[config.mk]
export PLATFORM = sky130hd
export DESIGN_NAME = fetch_unit
export DESIGN_NICKNAME = d
export VERILOG_FILES = /design/src/rtl/fetch_unit.sv
export SDC_FILE = /design/constraint.sdc
export NUM_CORES = 1
export LEC_CHECK = 0
export ABC_AREA = 1
export BUFFER_PORTS_ARGS = -buffer_cell sky130_fd_sc_hd__buf_2
export CORE_MARGIN = 10
export CORE_UTILIZATION = 50
export CTS_CLUSTER_DIAMETER = 50
export CTS_CLUSTER_SIZE = 12
export DETAILED_ROUTE_END_ITERATION = 7
export HOLD_SLACK_MARGIN = 0.12
export PLACE_DENSITY = 0.81
export SKIP_CTS_REPAIR_TIMING = 1
export SYNTH_ARGS = -nofsm -noshare
export SYNTH_HDL_FRONTEND = slang
export SYNTH_SLANG_ARGS = --single-unit
[constraint.sdc]
create_clock -name clk -period 1.9 [get_ports clk]
set_input_delay 0.57 -clock clk [delete_from_list [all_inputs] [get_ports clk]]
set_output_delay 0.57 -clock clk [all_outputs]
set_load 0.05 [all_outputs]
[src/rtl/fetch_unit.sv]
// Instruction fetch stage. It keeps one imem read outstanding at a time and registers the returned word.
// On accept it takes the redirect target or PC+4 as the next PC, and it traps on a misaligned target.
module fetch_unit #(
    parameter int              XLEN         = 32,
    parameter logic [XLEN-1:0] RESET_VECTOR = '0
) (
    input  logic            clk,
    input  logic            reset_n,
    output logic            imem_req,
    output logic [XLEN-1:0] imem_addr,
    input  logic            imem_rvalid,
    input  logic [31:0]     imem_rdata,
    output logic            instr_valid,
    input  logic            instr_ready,
    output logic [31:0]     instr,
    output logic [XLEN-1:0] pc,
    output logic [XLEN-1:0] pc_plus4,
    input  logic            pc_src,
    input  logic [XLEN-1:0] pc_target,
    output logic            fetch_fault,
    output logic [31:0]     fetch_count
);
    localparam logic [31:0] NOP = 32'h0000_0013;

    typedef enum logic [1:0] {S_RESET, S_REQ, S_HOLD, S_FAULT} state_t;

    state_t          state_q, state_d;
    logic [XLEN-1:0] pc_p0;
    logic [31:0]     instr_p0;
    logic [31:0]     count_p0;
    logic [XLEN-1:0] next_pc;
    logic            accept;
    logic            misaligned;

    assign accept     = (state_q == S_HOLD) && instr_ready;
    assign next_pc    = pc_src ? pc_target : pc_plus4;
    assign misaligned = (next_pc[1:0] != 2'b00);

    always_ff @(posedge clk or negedge reset_n) begin
        if (!reset_n) state_q <= S_RESET;
        else          state_q <= state_d;
    end

    always_comb begin
        state_d     = state_q;
        imem_req    = 1'b0;
        instr_valid = 1'b0;
        fetch_fault = 1'b0;
        case (state_q)
            S_RESET: state_d = S_REQ;
            S_REQ: begin
                imem_req = 1'b1;
                if (imem_rvalid) state_d = S_HOLD;
            end
            S_HOLD: begin
                instr_valid = 1'b1;
                if (accept) state_d = misaligned ? S_FAULT : S_REQ;
            end
            S_FAULT: fetch_fault = 1'b1;
            default: state_d = S_RESET;
        endcase
    end

    // Fetch stage registers: PC, returned instruction word, accept counter.
    always_ff @(posedge clk or negedge reset_n) begin
        if (!reset_n) begin
            pc_p0    <= RESET_VECTOR;
            instr_p0 <= NOP;
            count_p0 <= '0;
        end else begin
            if (state_q == S_RESET) pc_p0 <= RESET_VECTOR;
            if (state_q == S_REQ && imem_rvalid) instr_p0 <= imem_rdata;
            if (accept) begin
                count_p0 <= count_p0 + 32'd1;
                // A faulting redirect still counts but leaves pc on the offending instruction.
                if (!misaligned) pc_p0 <= next_pc;
            end
        end
    end

    assign imem_addr   = pc_p0;
    assign pc          = pc_p0;
    assign pc_plus4    = pc_p0 + XLEN'(4);
    assign instr       = instr_p0;
    assign fetch_count = count_p0;

endmodule

After elaboration in Yosys (flattened, before gate mapping)

Index checks and enable logic that the tools add are counted.

Flip-flop bits (word level): 98
Word-level logic and storage cells: 28
Output and inout port bits: 163

Multiplexer cells: 11
Reductions and logical operators: 6
Equality and inequality tests: 5
Add/sub/neg operators: 2

Operators by type and width:

| kind                                                 | count |
|---|---|
| 2-to-1 mux 32 bit                                    | 4 |
| adder 32 x 1 -> 32 bit (second input constant)       | 1 |
| adder 32 x 3 -> 32 bit (second input constant)       | 1 |
| 2-to-1 mux 2 bit                                     | 3 |
| one-hot mux 2 bit (3 select lines)                   | 1 |
| equality test 2 bit (second input constant)          | 2 |
| != test 2 bit (second input constant)                | 2 |
| 2-to-1 mux 1 bit                                     | 3 |
| AND reduction 3 bit                                  | 1 |
| nonzero test 3 bit                                   | 1 |
| equality test 2 x 1 -> 1 bit (second input constant) | 1 |
| logical AND 1 bit                                    | 2 |
| logical NOT 2 bit                                    | 1 |
| nonzero test 2 bit                                   | 1 |

Longest topological paths before layout

Depth in word-level cells: 6
Depth in mapped cells: 11

Worst setup path after synthesis

No wires, ideal clock.

Kind: register to output
Start point: register pc_p0[2], in the netlist imem_addr[2]
End point: output pc_plus4[9]
Stages on the path, launching flop included: 5
Buffers on the path: 0
Arrival time: 2327 ps
Slack: -997 ps
Path through: dfrtp_1 inv_1 nor2_4 nand2_2 xnor2_1

Word-level cells in the longest chain between the ends: 1

Ends and longest elaborated chain:

| element                | line | RTL |
|---|---|---|
| start, declared        | 28   | `logic [XLEN-1:0] pc_p0;` |
| start signal, assigned | 76   | `if (!misaligned) pc_p0 <= next_pc;` |
| adder 32 x 3 -> 32 bit | 83   | `assign pc_plus4 = pc_p0 + XLEN'(4);` |
| end, declared          | 17   | `output logic [XLEN-1:0] pc_plus4,` |

Every way passes these cells.

Worst setup path in the final report

Start point: register pc_p0[2], in the netlist imem_addr[2]
End point: output pc_plus4[28]

The elaborated chain is that of the path after synthesis.

==> results.cfg <==
[setup_path]
path_cells = ha_4 -> nand2_4 -> nor2_4 -> nand2_4 -> nor2_4 -> buf_4 -> nand2_2 -> nand2_2 -> nand2_4 -> buf_6
crit_arrival_ps = 1930
worstPathMaxFanout = 5
critical_path_required_ps = 1330
cpPeakStageDelay_ps = 450
crit_top_cell = nand2_4
critPathKind = reg -> out
r2r-start = state_q[0]$_DFFE_PN0P_
path_buf_inv = 2
critPathSlowestCell = dfrtp_4
worst_setup_path_start_kind = flip-flop
reg2reg_to = fetch_count[20]$_DFFE_PN0P_
endpoint_kind = output pin
ff2ff_setup_slack_ps = 110
cp_top_family = simple AND/OR/NAND/NOR gates
worst-r2r-cell-count = 11

[clock_tree]
clk_path_buf_depth = 2
cts_sinks = 98
cts_root_buf = clkbuf_16
clk_latency_ps = 350
cts_tree = built
cts_buffers = 9
cts.htree.levels = 3
clk_pin_slew_ps = 70

[final_layout]
final_nets = 1138
design_area_sq_mm = 0.00906
final_core_util_pct = 78.4
drive_gt1_share_pct = 50.4
final_cells = 1210
area_growth_pct = 51.2

[logic_synthesis]
ys_warn_count = 0
synth_cell_type_count = 37
syn_nets = 850
ys_ff_latch = 98
syn_area_per_cell_sq_um = 7.76
synthCells = 773
synth_area_sq_mm = 0.00600
seq_area_frac_synth_pct = 41.0

[sta]
period_minus_slack_ps = 2500
relSlewSlack_pct = 66.0
fmax_mhz = 400
drv_slew = 0
setup_ws_ps = -600
holdWs_ps = 148
min_period_over_period_pct = 132
skew_ps = 8.06
setup_viol = 28
rsz0062_at_grt = yes
tightest_slew_ps = 510
finalHoldViolations = 0

[floorplan]
io-pin-count = 232
die_h_um = 130
coreArea_sq_mm = 0.0116
rows = 39
die_area_sq_mm = 0.0168
die_w_um = 130
start_util_pct = 51.9

[status]
outcome = complete, but fails checks
failed_checks = negative setup slack

[routing]
first_pass_iters = 5
drt_iter0_markers = 429
ant_nets = 0
vias = 6344
routed_wirelength_um = 20800
wire_per_inst_um = 17.2
route.detailed.drc = 0
viasPerCell = 5.24

[placement]
place_area_sq_mm = 0.00817
hpwl_um = 15200
routabilityCongestion = 0.878
dp.cells = 1179
place_ws_ps = -283
io_buffers = 231

[global_routing]
grt_overflow = 0
grt_max_degree = 46
antenna_found_initial = 3
grt_pass1_wl_um = 30400
grt_use_total_pct = 22.5
grt_pass1_vias = 6095

[pwr]
power_density_mw_per_mm2 = 1360
vdd_drop_max_v = 0.00136
p_leak_uw = 0.00454

[min_path]
hold_path.class = in -> async

[flow_run]
cap_violations = 0
-- power breakdown --
group	internal [uW]	leakage, uW	switching [uW]	total, uW
clock	1190	0.000155	816	2010
combinational	2150	0.00314	4980	7130
sequential	2730	0.00124	445	3170
-- state kept, by name, summed over array words and instances (netlist names) --
signal / count
fetch_count: 32
imem_addr: 32
instr: 32
state_q: 2
-- worst max path at each step --
stage	startpoint	depth (start not counted)	endpoint	slack, ps
after floorplan	imem_addr[2]$_DFF_PN0_	6	pc_plus4[27]	-430
after global placement	imem_addr[2]$_DFF_PN0_	8	pc_plus4[28]	-250
final	imem_addr[2]$_DFF_PN0_	10	pc_plus4[28]	-600
after detailed placement	imem_addr[2]$_DFF_PN0_	8	pc_plus4[20]	-280
after CTS	imem_addr[2]$_DFF_PN0_	8	pc_plus4[20]	-660
after global routing	imem_addr[2]$_DFF_PN0_	10	pc_plus4[28]	-660
-- through the flow --
step           TNS, ps  power [uW]
2_1_floorplan    -8560        8110
3_3_place_gp     -3270        9740
3_5_place_dp     -3850        9850
4_1_cts         -14890       11900
5_1_grt         -14720       12800
6_report        -12850       12300
-- cell usage after synthesis --
cell type / instances / area, sq um
nand2_1: 233 / 875
nor2_1: 105 / 394
dfrtp_1: 95 / 2380
inv_1: 53 / 199
nand3_1: 52 / 260
buf_4: 37 / 278
a21oi_1: 33 / 165
mux2_2: 32 / 360
o21ai_0: 14 / 70.1
xnor2_1: 13 / 114
xor2_1: 13 / 114
nor2_4: 10 / 113
nor2_2: 9 / 56.3
ha_1: 8 / 100
nand3b_1: 8 / 60.1
nand2_2: 7 / 43.8
clkbuf_1: 6 / 22.5
inv_2: 6 / 22.5
buf_2: 5 / 25.0
buf_6: 4 / 45.0
nand4_1: 4 / 25.0
and2_1: 3 / 18.8
dfstp_2: 3 / 78.8
o21ai_1: 3 / 15.0
nand2_4: 2 / 22.5
nand3_2: 2 / 20.0
nor3_1: 2 / 10.0
o31ai_2: 2 / 25.0
a211oi_1: 1 / 7.51
buf_1: 1 / 3.75
mux2i_1: 1 / 10.0
nand3_4: 1 / 17.5
nand4_2: 1 / 12.5
nor3_4: 1 / 16.3
nor4_1: 1 / 6.26
o211ai_1: 1 / 7.51
or2_1: 1 / 6.26
-- cell type report --
type	instances	area (sq um)
clock inverters	6	88.8
inverters	59	228
well taps	143	179
fillers	759	2500
repair buffers	330	2270
diodes	1	2.50
clock buffers	10	239
flip-flops and latches	98	2500
multi-input cells	563	3570
-- worst register-to-register path: cells and delay by family (launching register included) --
family | cells | cell delay [ps]
and+or+nand+nor | 9 | 960
DFF | 1 | 470
adders and majority gates | 1 | 160
buffers and inverters | 1 | 100
-- metal layers --
| metal | track usage, % | part of all wire (%) |
|---|---|---|
| met1 | 26.1 | 37 |
| met2 | 38.4 | 50 |
| met3 | 7.99 | 9.7 |
| met4 | 7.01 | 3.0 |
| met5 | 0 | 0.12 |
-- layout by cell type, fill, tap and decap left out, types with 9 or more instances in the layout --
master     count
buf_4         88
nor2_1        96
xor2_1        10
a21oi_1       33
dfrtp_1       73
nand2_1      183
nand2_4       29
nor2_4        17
dfrtp_2       17
clkbuf_16      9
buf_2        199
buf_8         17
buf_6         19
mux2_2        32
nand3_1       40
inv_1         50
xnor2_1        9
nand2_2       30
nand3_2       13
nor2_2        11
-- cell families (layout without fill, tap and decap cells) --
logic type                 count (synthesis)  count (layout)  synth area share, %
other                                      0               1                    0
and+or+nand+nor                          442             442                 32.6
buffers and inverters                    112             405                 9.93
muxes                                     33              33                 6.18
adders and majority gates                  8               8                 1.67
DFF                                       98              98                 41.0
AOI/OAI and AO/OA                         54              54                 4.84
xor gates and xnor gates                  26              26                 3.80
(Power assumes the default switching activity.)
